<file path="config.mk">
export PLATFORM = sky130hd
export DESIGN_NAME = conv_scheduler
export DESIGN_NICKNAME = d
export VERILOG_FILES = /design/src/rtl/conv_scheduler.sv
export SDC_FILE = /design/constraint.sdc
export NUM_CORES = 1
export LEC_CHECK = 0
export BUFFER_PORTS_ARGS = -buffer_cell sky130_fd_sc_hd__clkbuf_2
export CELL_PAD_IN_SITES_DETAIL_PLACEMENT = 1
export CELL_PAD_IN_SITES_GLOBAL_PLACEMENT = 1
export CORE_AREA = 2 2 82 84
export DETAILED_ROUTE_END_ITERATION = 6
export DIE_AREA = 0 0 84 86
export PLACE_DENSITY = 0.81
export RECOVER_POWER = 25
export SYNTH_ARGS = -nofsm -noshare
export SYNTH_HDL_FRONTEND = slang
export SYNTH_SLANG_ARGS = --single-unit
</file>
<file path="constraint.sdc">
create_clock -name clk -period 2.1 [get_ports clk]
set_input_delay 0.42 -clock clk [delete_from_list [all_inputs] [get_ports clk]]
set_output_delay 0.42 -clock clk [all_outputs]
set_load 0.02 [all_outputs]
</file>
<file path="src/rtl/conv_scheduler.sv">
// Sequences one image through an external convolver once per filter and streams results to an output buffer.
// Per filter: 1 clear + INPUT_SIZE^2 reads + 2 drain cycles; reads stall on !out_ready, writes never stall.
module conv_scheduler #(
    parameter int DATA_WIDTH  = 8,
    parameter int INPUT_SIZE  = 28,
    parameter int KERNEL_SIZE = 3,
    parameter int NUM_FILTERS = 4
) (
    input  logic                                   clk,
    input  logic                                   global_rst,
    input  logic                                   start,
    output logic                                   busy,
    output logic                                   done,
    output logic                                   err,
    output logic [$clog2(INPUT_SIZE*INPUT_SIZE)-1:0] in_addr,
    output logic                                   in_rd_en,
    input  logic [DATA_WIDTH-1:0]                  in_data,
    output logic [((NUM_FILTERS > 1) ? $clog2(NUM_FILTERS) : 1)-1:0] w_sel,
    output logic                                   conv_rst,
    output logic                                   conv_ce,
    output logic [DATA_WIDTH-1:0]                  conv_in,
    input  logic [DATA_WIDTH-1:0]                  conv_op,
    input  logic                                   conv_valid,
    input  logic                                   out_ready,
    output logic                                   out_wr_en,
    output logic [$clog2(NUM_FILTERS*(INPUT_SIZE-KERNEL_SIZE+1)*(INPUT_SIZE-KERNEL_SIZE+1))-1:0] out_addr,
    output logic [DATA_WIDTH-1:0]                  out_data
);

    localparam int OUT_SIZE = INPUT_SIZE - KERNEL_SIZE + 1;
    localparam int IN_PIX   = INPUT_SIZE * INPUT_SIZE;
    localparam int OUT_PIX  = OUT_SIZE * OUT_SIZE;
    localparam int AW       = $clog2(IN_PIX);
    localparam int FW       = (NUM_FILTERS > 1) ? $clog2(NUM_FILTERS) : 1;
    localparam int OAW      = $clog2(NUM_FILTERS * OUT_PIX);
    localparam int CW       = $clog2(OUT_PIX + 1);

    typedef enum logic [2:0] {
        IDLE   = 3'd0,
        CLEAR  = 3'd1,
        STREAM = 3'd2,
        DRAIN  = 3'd3,
        DONE   = 3'd4
    } state_t;

    state_t          state, state_nxt;
    logic [FW-1:0]   filter_q;
    logic [CW-1:0]   wr_cnt;
    logic [CW-1:0]   wr_cnt_inc;
    logic            drain_cnt;
    logic            conv_ce_q;
    logic            ce_d_q;
    logic            err_q;
    logic            rd_en;
    logic            clr;
    logic            dn;
    logic            last_read;
    logic            last_filter;

    assign last_read   = (in_addr == AW'(IN_PIX - 1));
    assign last_filter = (filter_q == FW'(NUM_FILTERS - 1));

    always_comb begin
        state_nxt = state;
        rd_en     = 1'b0;
        clr       = 1'b0;
        dn        = 1'b0;
        case (state)
            IDLE: begin
                if (start) state_nxt = CLEAR;
            end
            CLEAR: begin
                clr       = 1'b1;
                state_nxt = STREAM;
            end
            STREAM: begin
                rd_en = out_ready;
                if (out_ready && last_read) state_nxt = DRAIN;
            end
            DRAIN: begin
                if (drain_cnt) state_nxt = last_filter ? DONE : CLEAR;
            end
            DONE: begin
                dn        = 1'b1;
                state_nxt = IDLE;
            end
            default: state_nxt = IDLE;
        endcase
    end

    // Strobes are masked during reset so an in-flight read or write is dropped in the reset cycle itself.
    assign in_rd_en   = rd_en & ~global_rst;
    assign done       = dn & ~global_rst;
    assign conv_rst   = clr | global_rst;
    assign busy       = (state != IDLE);
    assign err        = err_q;
    assign w_sel      = filter_q;
    assign conv_ce    = conv_ce_q;
    assign conv_in    = in_data;
    assign out_wr_en  = ce_d_q & conv_valid & ~global_rst;
    assign out_data   = conv_op;
    assign out_addr   = OAW'(32'(filter_q) * 32'(OUT_PIX) + 32'(wr_cnt));
    assign wr_cnt_inc = wr_cnt + CW'(out_wr_en);

    always_ff @(posedge clk) begin
        if (global_rst) begin
            state     <= IDLE;
            in_addr   <= '0;
            filter_q  <= '0;
            wr_cnt    <= '0;
            drain_cnt <= 1'b0;
            conv_ce_q <= 1'b0;
            ce_d_q    <= 1'b0;
            err_q     <= 1'b0;
        end else begin
            state     <= state_nxt;
            conv_ce_q <= in_rd_en;
            ce_d_q    <= conv_ce_q;
            wr_cnt    <= wr_cnt_inc;
            case (state)
                IDLE: begin
                    if (start) begin
                        filter_q <= '0;
                        err_q    <= 1'b0;
                        wr_cnt   <= '0;
                        in_addr  <= '0;
                    end
                end
                CLEAR: begin
                    in_addr   <= '0;
                    drain_cnt <= 1'b0;
                end
                STREAM: begin
                    if (in_rd_en) in_addr <= last_read ? '0 : in_addr + AW'(1);
                end
                DRAIN: begin
                    drain_cnt <= ~drain_cnt;
                    // The count includes a write landing in this very cycle.
                    if (drain_cnt) begin
                        if (wr_cnt_inc != CW'(OUT_PIX)) err_q <= 1'b1;
                        if (!last_filter) begin
                            filter_q <= filter_q + FW'(1);
                            wr_cnt   <= '0;
                        end
                    end
                end
                default: ;
            endcase
        end
    end

endmodule

</file>
==> impl_metrics.csv, run 1 <==
group,metric,value,unit
floorplan,dieArea,7220,um2
power_and_ir_drop,p_seq_frac,0.403,
route,drtAntennaViolNets,0,
flow_run,maxCapViolations,0,
timing,finalWorstSetupSlack,-0.404,ns
final_layout,nets,311,
final_layout,layout_common_cells,"clkbuf_2 (28), buf_4 (27), nor2_1 (26)",
yosys,synth-seq-area-share,0.289,
final_layout,layout_commonest_cell,"clkbuf_2",
clocking,cts_buffer_depth,2,
timing,rsz0062_at_grt,"true",
timing,relSlewSlack,0.680,
yosys,ys_ff_latch,29,
floorplan,die_w,84,um
power_and_ir_drop,switching_power,0.000491,W
route,wl_per_cell,15.5,um
yosys,syn_avg_cell_area,8.56,um2
floorplan,initial_core_util,0.320,
floorplan,io_pins,68,
yosys,synth_cell_types,51,
clocking,cts-root-buf,"clkbuf_8",
worst_setup_path,crit_type,"reg2out",
grt,overflow,0,
yosys,synth_edf_count,0,
worst_setup_path,crit_path_end_kind,"output pin",
yosys,synthArstFlopShare,0,
run_status,status,"complete, but fails checks",
worst_hold_path,hp-class,"in2reg",
clocking,cts_tree,"yes",
route,firstDrtPassIters,4,
yosys,syn_area,2010,um2
route,wirelength,5.51,mm
floorplan,fp.dieH,86,um
timing,tns,-1.87,ns
final_layout,ff_latch_area,591,um2
timing,setup_viol,7,
worst_setup_path,critPathLaunchType,"flop",
grt,grt_pass1_wl,9.38,mm
worst_setup_path,required,1.68,ns
yosys,synth-xor-area-share,0.100,
clocking,cts_sinks,29,
timing,period_needed,2.50,ns
clocking,clkLatencyLatePin,0.28,ns
timing,skew,0.00677,ns
yosys,synthMuxAreaShare,0.00996,
worst_setup_path,path_cells,"ha_4 -> fa_2 -> a31oi_4 -> o211ai_1 -> or4_1 -> nand3_2 -> buf_8",
timing,drv_slew,0,
yosys,yosysWarnings,0,
clocking,cts-htree-levels,2,
placement,gp_congestion,0.777,
grt,grt_max_degree,17,
power_and_ir_drop,power.leakage,1.02,nW
power_and_ir_drop,p_per_area,620,nW/um2
route,drc,0,
floorplan,num_rows,29,
route,drtIter0Drc,61,
final_layout,stdcell_count,355,
grt,grt_usage,0.159,
yosys,synth_top_area_cell,"dfxtp_1",
grt,grt_pass1_vias,1945,
worst_setup_path,crit_arrival,2.08,ns
final_layout,multi_input_area,1300,um2
power_and_ir_drop,finalPower,0.00158,W
final_layout,n_antenna_cell,0,
power_and_ir_drop,switching_share,0.310,
power_and_ir_drop,clkPwrFrac,0.386,
power_and_ir_drop,p_int,0.00109,W
worst_setup_path,critPathTopFamily,"adder cells",
timing,min_period_over_period,1.19,
yosys,synthCells,235,
worst_setup_path,path_max_fanout,2,
final_layout,drive_gt1_frac,0.345,
placement,portBuffers,35,
yosys,synth_compound_area_frac,0.164,
final_layout,n_fill_cell,758,
route,vias_per_cell,5.26,
floorplan,core_area,6280,um2
final_layout,area_delta_synth_final,27.1,%
clocking,cts-buffers-inserted,5,
yosys,synth-simple-area-share,0.235,
timing,max_clock_freq,399,MHz
timing,worst_pin_slew,0.480,ns
run_status,violations,"negative setup slack",
clocking,postCtsHoldBufs,0,
yosys,syn_nets,269,
route,routed-via-count,1866,
worst_setup_path,critPathBufInv,1,
power_and_ir_drop,vdd_drop_max,306,uV
worst_setup_path,critPathSlowestCell,"or4_1",
worst_setup_path,cpPeakStageDelay,0.42,ns
yosys,synth_top_area_frac,0.289,
timing,hold_viol_final,0,
power_and_ir_drop,pwr-share-comb,0.211,
clocking,cts.clk_slew.worst_paths,0.07,ns
yosys,synth_fa_ha_area_frac,0.0846,
timing,timing.hold.ws,0.440,ns
yosys,synthTopCellsByArea,"dfxtp_1 (29%), ha_1 (7.5%), xnor2_1 (7.4%), buf_4 (6.7%), nor2_1 (5.0%)",
placement,dp_hpwl,4.06,mm
placement,dp.cells,344,
grt,antenna_found_initial,0,
yosys,yosys_most_used_dff,"dfxtp_1",
yosys,synth_top_family_by_area,"simple AND/OR/NAND/NOR gates",
-- routing by layer --
metal / share of wire / wire, um / GRT usage
met1: 0.42 / 2340 / 0.187
met2: 0.51 / 2840 / 0.285
met3: 0.041 / 227 / 0.0404
met4: 0.019 / 104 / 0.0499
met5: 0 / 0 / 0
-- cell families (layout without fill, tap and decap cells) --
group                      after synthesis  in the layout
xor gates and xnor gates                23             23
adders and majority gates               13             13
and+or+nand+nor                         89             89
AOI/OAI and AO/OA                       41             41
muxes                                    2              2
buffers and inverters                   38             81
DFF                                     29             29
-- per-stage QoR --
step | area (um2) | setup slack (ns) | utilization
floorplan | 2030 | -0.194 | -
global placement | 2280 | -0.209 | 0.364
detailed placement | 2280 | -0.261 | 0.364
CTS | 2490 | -0.430 | 0.397
global route | 2550 | -0.485 | 0.407
finish | 2550 | -0.404 | 0.407
-- flip-flops by register name, summed over array words and instances, names as in the netlist --
name and flops:
w_sel 2, drain_cnt 1, state 3, in_addr 10
err 1, conv_ce 1, wr_cnt 10, ce_d_q 1
-- synthesized netlist by cell type, types with 3 or more instances --
library cell   n
a21oi_1        7
nand4_1        5
o21bai_1       3
nor4_1         3
a211oi_1       5
xnor2_1       17
a2111oi_2      4
a21o_1         3
buf_6          3
buf_2          4
inv_1         11
nor2_2         4
nor3_1         5
nand2_1       11
nand2b_1       6
ha_1          12
buf_4         18
xor2_1         6
nand3_1       10
nor2_1        27
nor3b_1        3
dfxtp_1       29
-- power by group through the flow --
stage	registers (W)	clock network, W	logic, W
floorplan	0.000626	0	0.000308
global placement	0.000647	0	0.000319
detailed placement	0.000651	0	0.000329
CTS	0.000639	0.000628	0.000337
global route	0.000647	0.000650	0.000367
finish	0.000639	0.000612	0.000334
-- cell type report --
cell class / count / share of cell area
Clock buffer: 7 / 0.0338
Clock inverter: 1 / 0.0118
Sequential cell: 29 / 0.231
Tap cell: 77 / 0.0377
Multi-Input combinational cell: 168 / 0.507
Inverter: 11 / 0.0162
Timing Repair Buffer: 62 / 0.162
-- worst paths after layout --
path,start,end,slack (ns),depth (start not counted)
setup / recovery,w_sel[0],out_addr[10],-0.40,7
hold / removal,out_ready,conv_ce,0.44,2
setup reg to reg,in_addr[5],in_addr[5],0.18,4
hold reg to reg,conv_ce,ce_d_q,0.47,1
-- repair_timing --
item                       CTS  global route
buffers inserted             2             1
setup endpoints to repair    7             9
cloned                       0             0
resized for setup           14            20
pin swaps                    4             1
Note: power is estimated with default switching activity, not from simulation.
==> run 2: changes to the inputs <==
==> constraint.sdc (replaced) <==
create_clock -name clk -period 2.1 [get_ports clk]
set_input_delay 0.42 -clock clk [delete_from_list [all_inputs] [get_ports clk]]
set_output_delay 0.42 -clock clk [all_outputs]
set_load 0.05 [all_outputs]
==> run 2 against run 1 <==
Net effect: the flow still finishes with violations (negative setup slack); critical path depth unchanged; non-clock buffer count is 6 higher; first-iteration DRC count is 44% lower; final cell count rose by 1.4%; die area unchanged; sequential cell count stayed put; clock power decreased by 26%; global-route usage down 0.55 points; fmax fell by 2.3%; via count down 0.38%; total power is 4.6% lower; worst hold slack worse by 0.0074 ns; critical path type unchanged; largest cell class unchanged.
==> impl_metrics.csv, run 2 (synthesis gave the netlist of run 1 again) <==
group,metric,value,unit
run_status,status,"complete, but fails checks",
run_status,violations,"negative setup slack",
grt,grt_usage,0.154,
route,drc,0,
worst_setup_path,required,1.68,ns
flow_run,maxCapViolations,0,
clocking,cts_tree,"yes",
route,drtIter0Drc,34,
grt,overflow,0,
floorplan,num_rows,29,
clocking,cts.clk_slew.worst_paths,0.06,ns
power_and_ir_drop,p_per_area,557,nW/um2
worst_setup_path,critPathBufInv,1,
worst_setup_path,critPathLaunchType,"flop",
timing,relSlewSlack,0.496,
timing,hold_viol_final,0,
timing,setup_viol,8,
timing,finalWorstSetupSlack,-0.462,ns
worst_hold_path,hp-class,"in2reg",
placement,gp_congestion,0.807,
timing,drv_slew,0,
floorplan,die_w,84,um
final_layout,area_delta_synth_final,35.0,%
power_and_ir_drop,finalPower,0.00151,W
timing,worst_pin_slew,0.756,ns
final_layout,ff_latch_area,591,um2
worst_setup_path,crit_arrival,2.14,ns
floorplan,core_area,6280,um2
grt,antenna_found_initial,0,
final_layout,n_antenna_cell,0,
placement,portBuffers,35,
timing,period_needed,2.56,ns
final_layout,n_fill_cell,738,
worst_setup_path,crit_path_end_kind,"output pin",
route,wirelength,5.32,mm
clocking,cts_sinks,29,
floorplan,io_pins,68,
clocking,cts-root-buf,"clkbuf_8",
clocking,cts-htree-levels,2,
route,routed-via-count,1859,
power_and_ir_drop,power.leakage,1.08,nW
timing,skew,0.00409,ns
clocking,postCtsHoldBufs,0,
route,firstDrtPassIters,4,
final_layout,layout_commonest_cell,"buf_4",
final_layout,reg_top3,"in_addr: 10 flops, wr_cnt: 10 flops, state: 3 flops",
timing,max_clock_freq,390,MHz
placement,dp_hpwl,4.04,mm
final_layout,multi_input_area,1370,um2
worst_setup_path,path_cells,"ha_4 -> fa_2 -> a31oi_4 -> o211ai_1 -> or4_4 -> nand3_4 -> buf_12",
route,drtAntennaViolNets,0,
worst_setup_path,cpPeakStageDelay,0.46,ns
final_layout,nets,317,
clocking,cts-buffers-inserted,5,
worst_setup_path,r2r_setup_slack,0.31,ns
grt,grt_pass1_wl,8.98,mm
floorplan,dieArea,7220,um2
route,wl_per_cell,14.8,um
final_layout,drive_gt1_frac,0.382,
floorplan,fp.dieH,86,um
route,vias_per_cell,5.16,
timing,rsz0062_at_grt,"true",
timing,min_period_over_period,1.22,
worst_setup_path,critPathTopFamily,"simple AND/OR/NAND/NOR gates",
final_layout,layout_common_cells,"buf_4 (29), clkbuf_2 (27), nor2_1 (25), dfxtp_1 (25), xnor2_1 (15)",
power_and_ir_drop,vdd_drop_max,342,uV
clocking,clkLatencyLatePin,0.27,ns
worst_setup_path,crit_type,"reg2out",
grt,grt_pass1_vias,1876,
timing,tns,-1.90,ns
worst_setup_path,critPathSlowestCell,"or4_4",
worst_setup_path,path_max_fanout,3,
grt,grt_max_degree,17,
clocking,cts_buffer_depth,2,
floorplan,initial_core_util,0.320,
run 2: final timing paths:
kind | cells past startpoint | end | startpoint
setup / recovery | 7 | out_addr[10] | w_sel[0]
setup reg to reg | 8 | err | ce_d_q
hold reg to reg | 1 | ce_d_q | conv_ce
hold / removal | 2 | conv_ce | out_ready
run 2: final cells by class:
cell class,instances,share of cell area
clock buffer,7,0.0318
multi-input combinational,168,0.506
tap,77,0.0355
sequential,29,0.218
inverter,11,0.0152
timing repair buffer,68,0.194
run 2: through the flow:
stage / cell area [um2] / hold WS (ns) / util / setup slack [ns] / instances
floorplan: 2140 / 0.485 / - / -0.307 / 235
global placement: 2470 / 0.463 / 0.394 / -0.0968 / 347
detailed placement: 2470 / 0.466 / 0.394 / -0.177 / 347
CTS: 2630 / 0.430 / 0.419 / -0.449 / 356
global route: 2710 / 0.441 / 0.432 / -0.533 / 360
finish: 2710 / 0.433 / 0.432 / -0.462 / 360
run 2: power breakdown:
part / leakage (nW) / switching (W) / internal (W)
logic: 0.794 / 0.000274 / 0.000146
clock network: 0.0443 / 0.000196 / 0.000259
registers: 0.237 / 0.0000603 / 0.000575
total: 1.08 / 0.000530 / 0.000980
run 2: repair_timing:
item	4_1_cts	5_1_grt
pin swaps	3	5
buffers inserted	2	5
endpoints found under the setup margin	8	8
resized for setup	12	11
cloned	0	0
run 2: routing by layer:
layer	global-route usage	up-vias	routed length, um
met4	0.0630	0	146
li1	-	913	-
met2	0.269	44	2690
met1	0.183	890	2290
met5	0	-	0
met3	0.0337	12	187
